--- src/rtl/pwm_adc_pkg.sv ---
// Shared types and helpers for the PWM reference ADC: FSM states, conversion
// mode encodings and counter sizing.
package pwm_adc_pkg;

    typedef enum logic [1:0] {
        ST_IDLE  = 2'd0,
        ST_TRIAL = 2'd1,
        ST_DONE  = 2'd2
    } state_t;

    localparam logic MODE_SWEEP = 1'b0;
    localparam logic MODE_SAR   = 1'b1;

    // Bits needed for a counter that spans 0 .. cycles-1 (never narrower than 1).
    function automatic int settle_cnt_width(input int cycles);
        return (cycles > 1) ? $clog2(cycles) : 1;
    endfunction

endpackage

--- src/rtl/pwm.sv ---
// Free-running PWM generator. Duty is only picked up at the period boundary,
// so a mid-period code change never produces a runt pulse.
module pwm #(
    parameter int WIDTH = 8
) (
    input  logic             clk,
    input  logic             reset,
    input  logic             i_enable,
    input  logic [WIDTH-1:0] i_duty,
    output logic             o_pwm
);

    localparam logic [WIDTH-1:0] CNT_MAX = '1;

    logic [WIDTH-1:0] r_cnt;
    logic [WIDTH-1:0] r_duty;

    // Parking the counter at its max while disabled makes the first enabled
    // cycle a period boundary, so the new duty is latched immediately.
    always_ff @(posedge clk) begin
        if (reset) begin
            r_cnt  <= CNT_MAX;
            r_duty <= '0;
        end else if (!i_enable) begin
            r_cnt  <= CNT_MAX;
            r_duty <= '0;
        end else begin
            r_cnt <= r_cnt + 1'b1;
            if (r_cnt == CNT_MAX) begin
                r_duty <= i_duty;
            end
        end
    end

    assign o_pwm = i_enable && (r_cnt < r_duty);

endmodule

--- src/rtl/pwm_adc_conv.sv ---
// PWM reference ADC: searches for the largest code whose filtered PWM level
// the comparator input still exceeds, by linear sweep or successive approximation.
module pwm_adc_conv
    import pwm_adc_pkg::*;
#(
    parameter int WIDTH         = 8,
    parameter int SETTLE_CYCLES = 10240
) (
    input  logic             clk,
    input  logic             reset,
    input  logic             enable,
    input  logic             mode,
    input  logic             comp_result,
    output logic             compare_neg_pwm,
    output logic [WIDTH-1:0] duty_out,
    output logic             drdy_out,
    output logic [WIDTH-1:0] data_out,
    output logic             overrange
);

    localparam int CW = settle_cnt_width(SETTLE_CYCLES);
    localparam int BW = settle_cnt_width(WIDTH);

    localparam logic [WIDTH-1:0] CODE_MAX    = '1;
    localparam logic [WIDTH-1:0] SAR_START   = {1'b1, {(WIDTH-1){1'b0}}};
    localparam logic [CW-1:0]    SETTLE_LAST = CW'(SETTLE_CYCLES - 1);
    localparam logic [BW-1:0]    BIT_MSB     = BW'(WIDTH - 1);

    generate
        if (WIDTH < 2 || WIDTH > 12) begin : g_bad_width
            $error("pwm_adc_conv: WIDTH must be in 2..12");
        end
        if (SETTLE_CYCLES < 4) begin : g_bad_settle
            $error("pwm_adc_conv: SETTLE_CYCLES must be at least 4");
        end
    endgenerate

    state_t           r_state;
    logic             r_mode;
    logic [WIDTH-1:0] r_duty;
    logic [WIDTH-1:0] r_result;
    logic             r_ovr_pend;
    logic [WIDTH-1:0] r_data;
    logic             r_ovr;
    logic             r_drdy;
    logic [CW-1:0]    r_settle;
    logic [BW-1:0]    r_bit;
    logic             r_sync1;
    logic             r_sync2;

    logic [WIDTH-1:0] w_start_duty;
    logic [WIDTH-1:0] w_sar_next;
    logic             w_pwm;

    always_ff @(posedge clk) begin
        if (reset) begin
            r_sync1 <= 1'b0;
            r_sync2 <= 1'b0;
        end else begin
            r_sync1 <= comp_result;
            r_sync2 <= r_sync1;
        end
    end

    always_comb begin
        w_start_duty = (mode == MODE_SAR) ? SAR_START : '0;
    end

    // SAR step: keep or drop the bit under test, then arm the next lower bit.
    always_comb begin
        w_sar_next = r_duty;
        if (!r_sync2) begin
            w_sar_next[r_bit] = 1'b0;
        end
        if (r_bit != '0) begin
            w_sar_next[r_bit - 1'b1] = 1'b1;
        end
    end

    always_ff @(posedge clk) begin
        if (reset) begin
            r_state    <= ST_IDLE;
            r_mode     <= MODE_SWEEP;
            r_duty     <= '0;
            r_result   <= '0;
            r_ovr_pend <= 1'b0;
            r_data     <= '0;
            r_ovr      <= 1'b0;
            r_drdy     <= 1'b0;
            r_settle   <= '0;
            r_bit      <= '0;
        end else begin
            r_drdy <= 1'b0;
            case (r_state)
                ST_IDLE: begin
                    r_settle <= '0;
                    if (enable) begin
                        r_mode  <= mode;
                        r_duty  <= w_start_duty;
                        r_bit   <= BIT_MSB;
                        r_state <= ST_TRIAL;
                    end else begin
                        r_duty <= '0;
                    end
                end

                ST_TRIAL: begin
                    if (!enable) begin
                        r_state  <= ST_IDLE;
                        r_duty   <= '0;
                        r_settle <= '0;
                    end else if (r_settle != SETTLE_LAST) begin
                        r_settle <= r_settle + 1'b1;
                    end else begin
                        r_settle <= '0;
                        if (r_mode == MODE_SAR) begin
                            r_duty <= w_sar_next;
                            if (r_bit == '0) begin
                                r_result   <= w_sar_next;
                                r_ovr_pend <= 1'b0;
                                r_state    <= ST_DONE;
                            end else begin
                                r_bit <= r_bit - 1'b1;
                            end
                        end else if (!r_sync2) begin
                            r_result   <= (r_duty == '0) ? '0 : r_duty - 1'b1;
                            r_ovr_pend <= 1'b0;
                            r_state    <= ST_DONE;
                        end else if (r_duty == CODE_MAX) begin
                            r_result   <= CODE_MAX;
                            r_ovr_pend <= 1'b1;
                            r_state    <= ST_DONE;
                        end else begin
                            r_duty <= r_duty + 1'b1;
                        end
                    end
                end

                // Publish, then chain straight into the next conversion so
                // back-to-back results skip the IDLE cycle.
                ST_DONE: begin
                    r_drdy   <= 1'b1;
                    r_data   <= r_result;
                    r_ovr    <= r_ovr_pend;
                    r_settle <= '0;
                    if (enable) begin
                        r_mode  <= mode;
                        r_duty  <= w_start_duty;
                        r_bit   <= BIT_MSB;
                        r_state <= ST_TRIAL;
                    end else begin
                        r_duty  <= '0;
                        r_state <= ST_IDLE;
                    end
                end

                default: begin
                    r_state  <= ST_IDLE;
                    r_duty   <= '0;
                    r_settle <= '0;
                end
            endcase
        end
    end

    pwm #(
        .WIDTH (WIDTH)
    ) u_pwm (
        .clk      (clk),
        .reset    (reset),
        .i_enable (enable),
        .i_duty   (r_duty),
        .o_pwm    (w_pwm)
    );

    assign compare_neg_pwm = w_pwm;
    assign duty_out        = r_duty;
    assign drdy_out        = r_drdy;
    assign data_out        = r_data;
    assign overrange       = r_ovr;

endmodule

--- config.mk ---
export PLATFORM = sky130hd
export DESIGN_NAME = pwm_adc_conv
export DESIGN_NICKNAME = d
export VERILOG_FILES = /design/src/rtl/pwm_adc_pkg.sv /design/src/rtl/pwm.sv /design/src/rtl/pwm_adc_conv.sv
export SDC_FILE = /design/constraint.sdc
export NUM_CORES = 1
export LEC_CHECK = 0
export BUFFER_PORTS_ARGS = -buffer_cell sky130_fd_sc_hd__buf_2
export CORE_ASPECT_RATIO = 1.4
export CORE_MARGIN = 10
export CORE_UTILIZATION = 60
export DETAILED_ROUTE_END_ITERATION = 16
export GPL_TIMING_DRIVEN = 0
export PLACE_DENSITY = 0.79
export REMOVE_ABC_BUFFERS = 1
export SKIP_LAST_GASP = 1
export SYNTH_ARGS = -nofsm -noshare
export SYNTH_HDL_FRONTEND = slang
export SYNTH_HIERARCHICAL = 1
export SYNTH_SLANG_ARGS = --single-unit
--- constraint.sdc ---
create_clock -name clk -period 5.7 [get_ports clk]
set_clock_uncertainty 0.1 [all_clocks]
set_input_delay 0.57 -clock clk [delete_from_list [all_inputs] [get_ports clk]]
set_output_delay 0.57 -clock clk [all_outputs]
set_load 0.02 [all_outputs]
# Yosys cells after proc, flatten, opt, wreduce, memory -nomap -nowiden
# Index checks and enable logic that the tools add are counted.
# word_totals
ff_bits	65
# op_classes
n_addsub	5
n_lt_le_gt_ge	5
n_eq_ne	18
muxes	39
bitwise	6
reduce_logical	16
# ops
cell	count
$mux W8	14
$add A8 B1 Y8 const B	2
$eq A8 B8 Y1 const B	2
$pmux W8 S2	1
$mux W3	5
$add A14 B1 Y14 const B	1
$mux W2	7
$ne A14 B14 Y1 const B	1
$ne A4 B4 Y1 const B	3
$ne A2 B2 Y1 const B	5
$and A8 B8 Y8	1
$logic_not A8 Y1	1
$lt A3 B4 Y1 const B	2
$lt A8 B8 Y1	1
$mux W1	8
$not A8 Y8	1
$or A8 B8 Y8	1
$sub A8 B1 Y8 const B	1
$demux W1 S3	2
$ge A3 B1 Y1 const B	2
$pmux W2 S3	1
$pmux W3 S2	1
$reduce_and A6 Y1	1
$ne A5 B5 Y1 const B	1
other kinds (18)	24

# Depth between registers and ports, before layout
# logic_depth
ltp_word	13
mapped_depth	7
mapped_depth_nobuf	7

# By module
# The synthesis kept the hierarchy.
# modules_own_cells
mod	n_inst	cells_per_inst	area_per_inst_um2
pwm_adc_conv	1	318	2637.5
pwm	1	91	818.3

# Worst setup path before layout
# Ideal clock, no wire load.
# synth_path
path_type	register to output
from	reg u_pwm.r_cnt[3]
to	out compare_neg_pwm
t_arrival_ps	1568
slack_ps	3462
path_stages_with_launch	5
path_buffers	0
cell_sequence	dfxtp_1 > ha_1 > a211oi_1 > o21ai_0 > a221oi_1
# synth_between
elab_chain_cells	2
# synth_rtl
item	line_no	text
start: declaration	pwm.sv:15	logic [WIDTH-1:0] r_cnt;
start signal: assignment	pwm.sv:28	r_cnt <= r_cnt + 1'b1;
$lt A8 B8 Y1	pwm.sv:35	assign o_pwm = i_enable && (r_cnt < r_duty);
$logic_and A1 B1 Y1	pwm.sv:35	
end: declaration	pwm_adc_conv.sv:14	output logic compare_neg_pwm,
# Every way passes these cells.

# Final worst setup path
# layout_path
from	reg u_pwm.r_duty[3]
to	out compare_neg_pwm
# layout_between
elab_chain_cells	2
# layout_rtl
item	line_no	text
start: declaration	pwm.sv:16	logic [WIDTH-1:0] r_duty;
start signal: assignment	pwm.sv:30	r_duty <= i_duty;
$lt A8 B8 Y1	pwm.sv:35	
$logic_and A1 B1 Y1	pwm.sv:35	
# Every way passes these cells.

==> run_results.csv <==
group,metric,value,unit
sta,worstMarginPinSlew,1010,ps
global_route,grt_max_degree,32,
cts,clk_latency,350,ps
drt,ant_nets,0,
synthesis,ys_seq_area_frac,0.377,
global_route,met1_usage,0.179,
sta,relSlewSlack,0.327,
global_route,grt_pass1_vias,2864,
sta,setup_viol,0,
layout,nNetsFinal,446,
layout,diodes,0,
cts,cts_setup_buffers,0,
cts,cts.htree.levels,3,
synthesis,yosys_register_bits,65,
die,die_w,84.1,um
die,die_y,110,um
global_route,top_usage_layer,"met2",
synthesis,synth_warnings,6,
setup_path,cp.required,5030,ps
setup_path,ff2ff_setup_slack,3220,ps
cts,cts_tree,"built",
drt,first_pass_iters,7,
sta,finalCriticalPeriod,2580,ps
synthesis,avgSynthCellArea,8.45,um2
cts,cts_resized,0,
global_route,grtUsageMet3,0.0481,
die,placementRows,32,
flow_run,max-cap-violations,0,
cts,cts.sinks,65,
run_status,outcome,"completed",
drt,wl_per_cell,15.5,um
setup_path,worstSetupPathType,"flip-flop to output port",
drt,wl,7740,um
die,core-area,5570,um2
sta,rsz0062_at_grt,"no",
cts,ctsHoldBuffers,0,
cts,cts-root-buf,"clkbuf_8",
power_and_ir_drop,cellPowerDensity,274,nW/um2
layout,area_growth,9.09,%
die,die-area,9240,um2
power_and_ir_drop,ir_drop,0.231,mV
setup_path,start_kind,"flip-flop",
synthesis,synth_top_cell_area_share,0.377,
drt,drcViolationCount,0,
synthesis,ys_top_cells_by_area,"dfxtp_1, nand2_1, ha_1",
die,start_util,0.621,
placement,routabilityCongestion,0.933,
power_and_ir_drop,power.leakage,0.00141,uW
synthesis,synth_area_leader_cell,"dfxtp_1",
cts,cts_made_buffers,9,
global_route,grt-ovfl-total,0,
global_route,grt_use_met2,0.310,
synthesis,ys.flop_type,"dfxtp_1",
sta,period_share,0.452,
sta,finalHoldViolations,0,
global_route,antenna_found_initial,0,
synthesis,synthArstFlopShare,0,
die,ios,24,
sta,fin_setup_tns,0,ps
drt,drt_iter0_markers,245,
global_route,grtUsageTotal,0.171,
placement,port_buffers,23,
drt,via_per_inst,5.90,
synthesis,syn-cell-area,3460,um2
setup_path,crit_fanout,2,
layout,drive_gt1_frac,0.137,
cts,cts_buffer_depth,2,
setup_path,cp-end-kind,"output port",
cts,clk_pin_slew,80,ps
synthesis,ys_top_cells_by_count,"dfxtp_1, nand2_1, nor2_1, inv_1, o21ai_0",
global_route,grt_pass1_wl,13000,um
placement,dp.final_hpwl,5610,um
synthesis,synth_edf_count,0,
drt,vias,2952,
sta,slew_violations,0,
synthesis,netlist-cell-type-count,61,
synthesis,synthCells,409,
sta,holdWs,331,ps
sta,max_freq,388,MHz
worst_hold_path,hold_path_class,"input port to flip-flop",
setup_path,cp.arrival,1910,ps
power by group:
group,switching (uW),internal (uW)
clock,175,268
sequential,18.1,463
combinational,64.9,41.7
total,258,773
cells in the final DEF, fill, tap and decap left out, types with 3 or more instances in the layout:
| master | n |
|---|---|
| nand2_1 | 65 |
| dfxtp_1 | 65 |
| nor2_1 | 32 |
| buf_2 | 23 |
| inv_1 | 22 |
| o21ai_0 | 21 |
| a21oi_1 | 19 |
| nand3_1 | 17 |
| ha_1 | 14 |
| clkbuf_8 | 11 |
| xnor2_1 | 10 |
| mux2i_1 | 10 |
| nor3_1 | 9 |
| xor2_1 | 9 |
| nand2b_1 | 8 |
| nor2b_1 | 6 |
| o211ai_1 | 6 |
| a211oi_1 | 6 |
| or3_1 | 5 |
| a21o_1 | 4 |
| o31ai_1 | 4 |
| a31oi_1 | 4 |
| o22ai_1 | 4 |
| nand4_1 | 3 |
| nand3b_1 | 3 |
| o311ai_1 | 3 |
| o2111ai_1 | 3 |
| or4_1 | 3 |
| o21ai_1 | 3 |
layout make-up:
| cell class | count | area (um2) |
|---|---|---|
| Tap cell | 68 | 85.1 |
| Clock buffer | 11 | 151 |
| Clock inverter | 5 | 77.6 |
| Timing Repair Buffer | 23 | 115 |
| Inverter | 22 | 82.6 |
| Fill cell | 489 | 1800 |
| Sequential cell | 65 | 1300 |
| Multi-Input combinational cell | 306 | 1960 |
final timing paths:
check | endpoint | depth (start not counted) | from
min | r_sync1 | 2 | comp_result
max reg2reg | duty_out[5] | 6 | duty_out[0]
max | compare_neg_pwm | 6 | u_pwm/r_duty[3]
min reg2reg | r_sync2 | 1 | r_sync1
per-layer routing:
layer  wire (um)  up-vias
met4         183        0
met1        3100     1367
met2        4050       89
li1            -     1478
met5           0        -
met3         407       18
metrics by stage:
stage                     setup slack [ps]  std cells  total power (uW)   util  cell area, um2
final                                 3120        500              1030  0.677            3770
after detailed placement              3110        484               597  0.636            3540
after global placement                3200        484               593  0.636            3540
after global routing                  2970        500              1070  0.677            3770
after floorplan                       3460        393               567      -            3340
after CTS                             3120        500              1040  0.677            3770
flip-flops by register name, indices dropped and copies added (netlist names):
register and flops:
r_mode 1, drdy_out 1, r_settle 14, r_sync1 1
duty_out 8, overrange 1, r_result 8, u_pwm/r_cnt 8
r_sync2 1, u_pwm/r_duty 8, r_bit 3, r_ovr_pend 1
data_out 8, r_state 2
kinds of logic after synthesis:
| family | count (synthesis) | share of synthesized area |
|---|---|---|
| adders and majority gates | 14 | 0.0507 |
| buffers and inverters | 38 | 0.0579 |
| AOI/OAI and AO/OA | 93 | 0.184 |
| and+or+nand+nor | 168 | 0.247 |
| muxes | 12 | 0.0355 |
| DFF | 65 | 0.377 |
| xor gates and xnor gates | 19 | 0.0482 |
critical path, stage by stage, from the launching register on:
cell and delay, ps:
dfxtp_1 340, inv_1 40, ha_1 280, a211oi_1 220
o21ai_0 140, a221oi_1 310, buf_2 220
(Power assumes the default switching activity.)
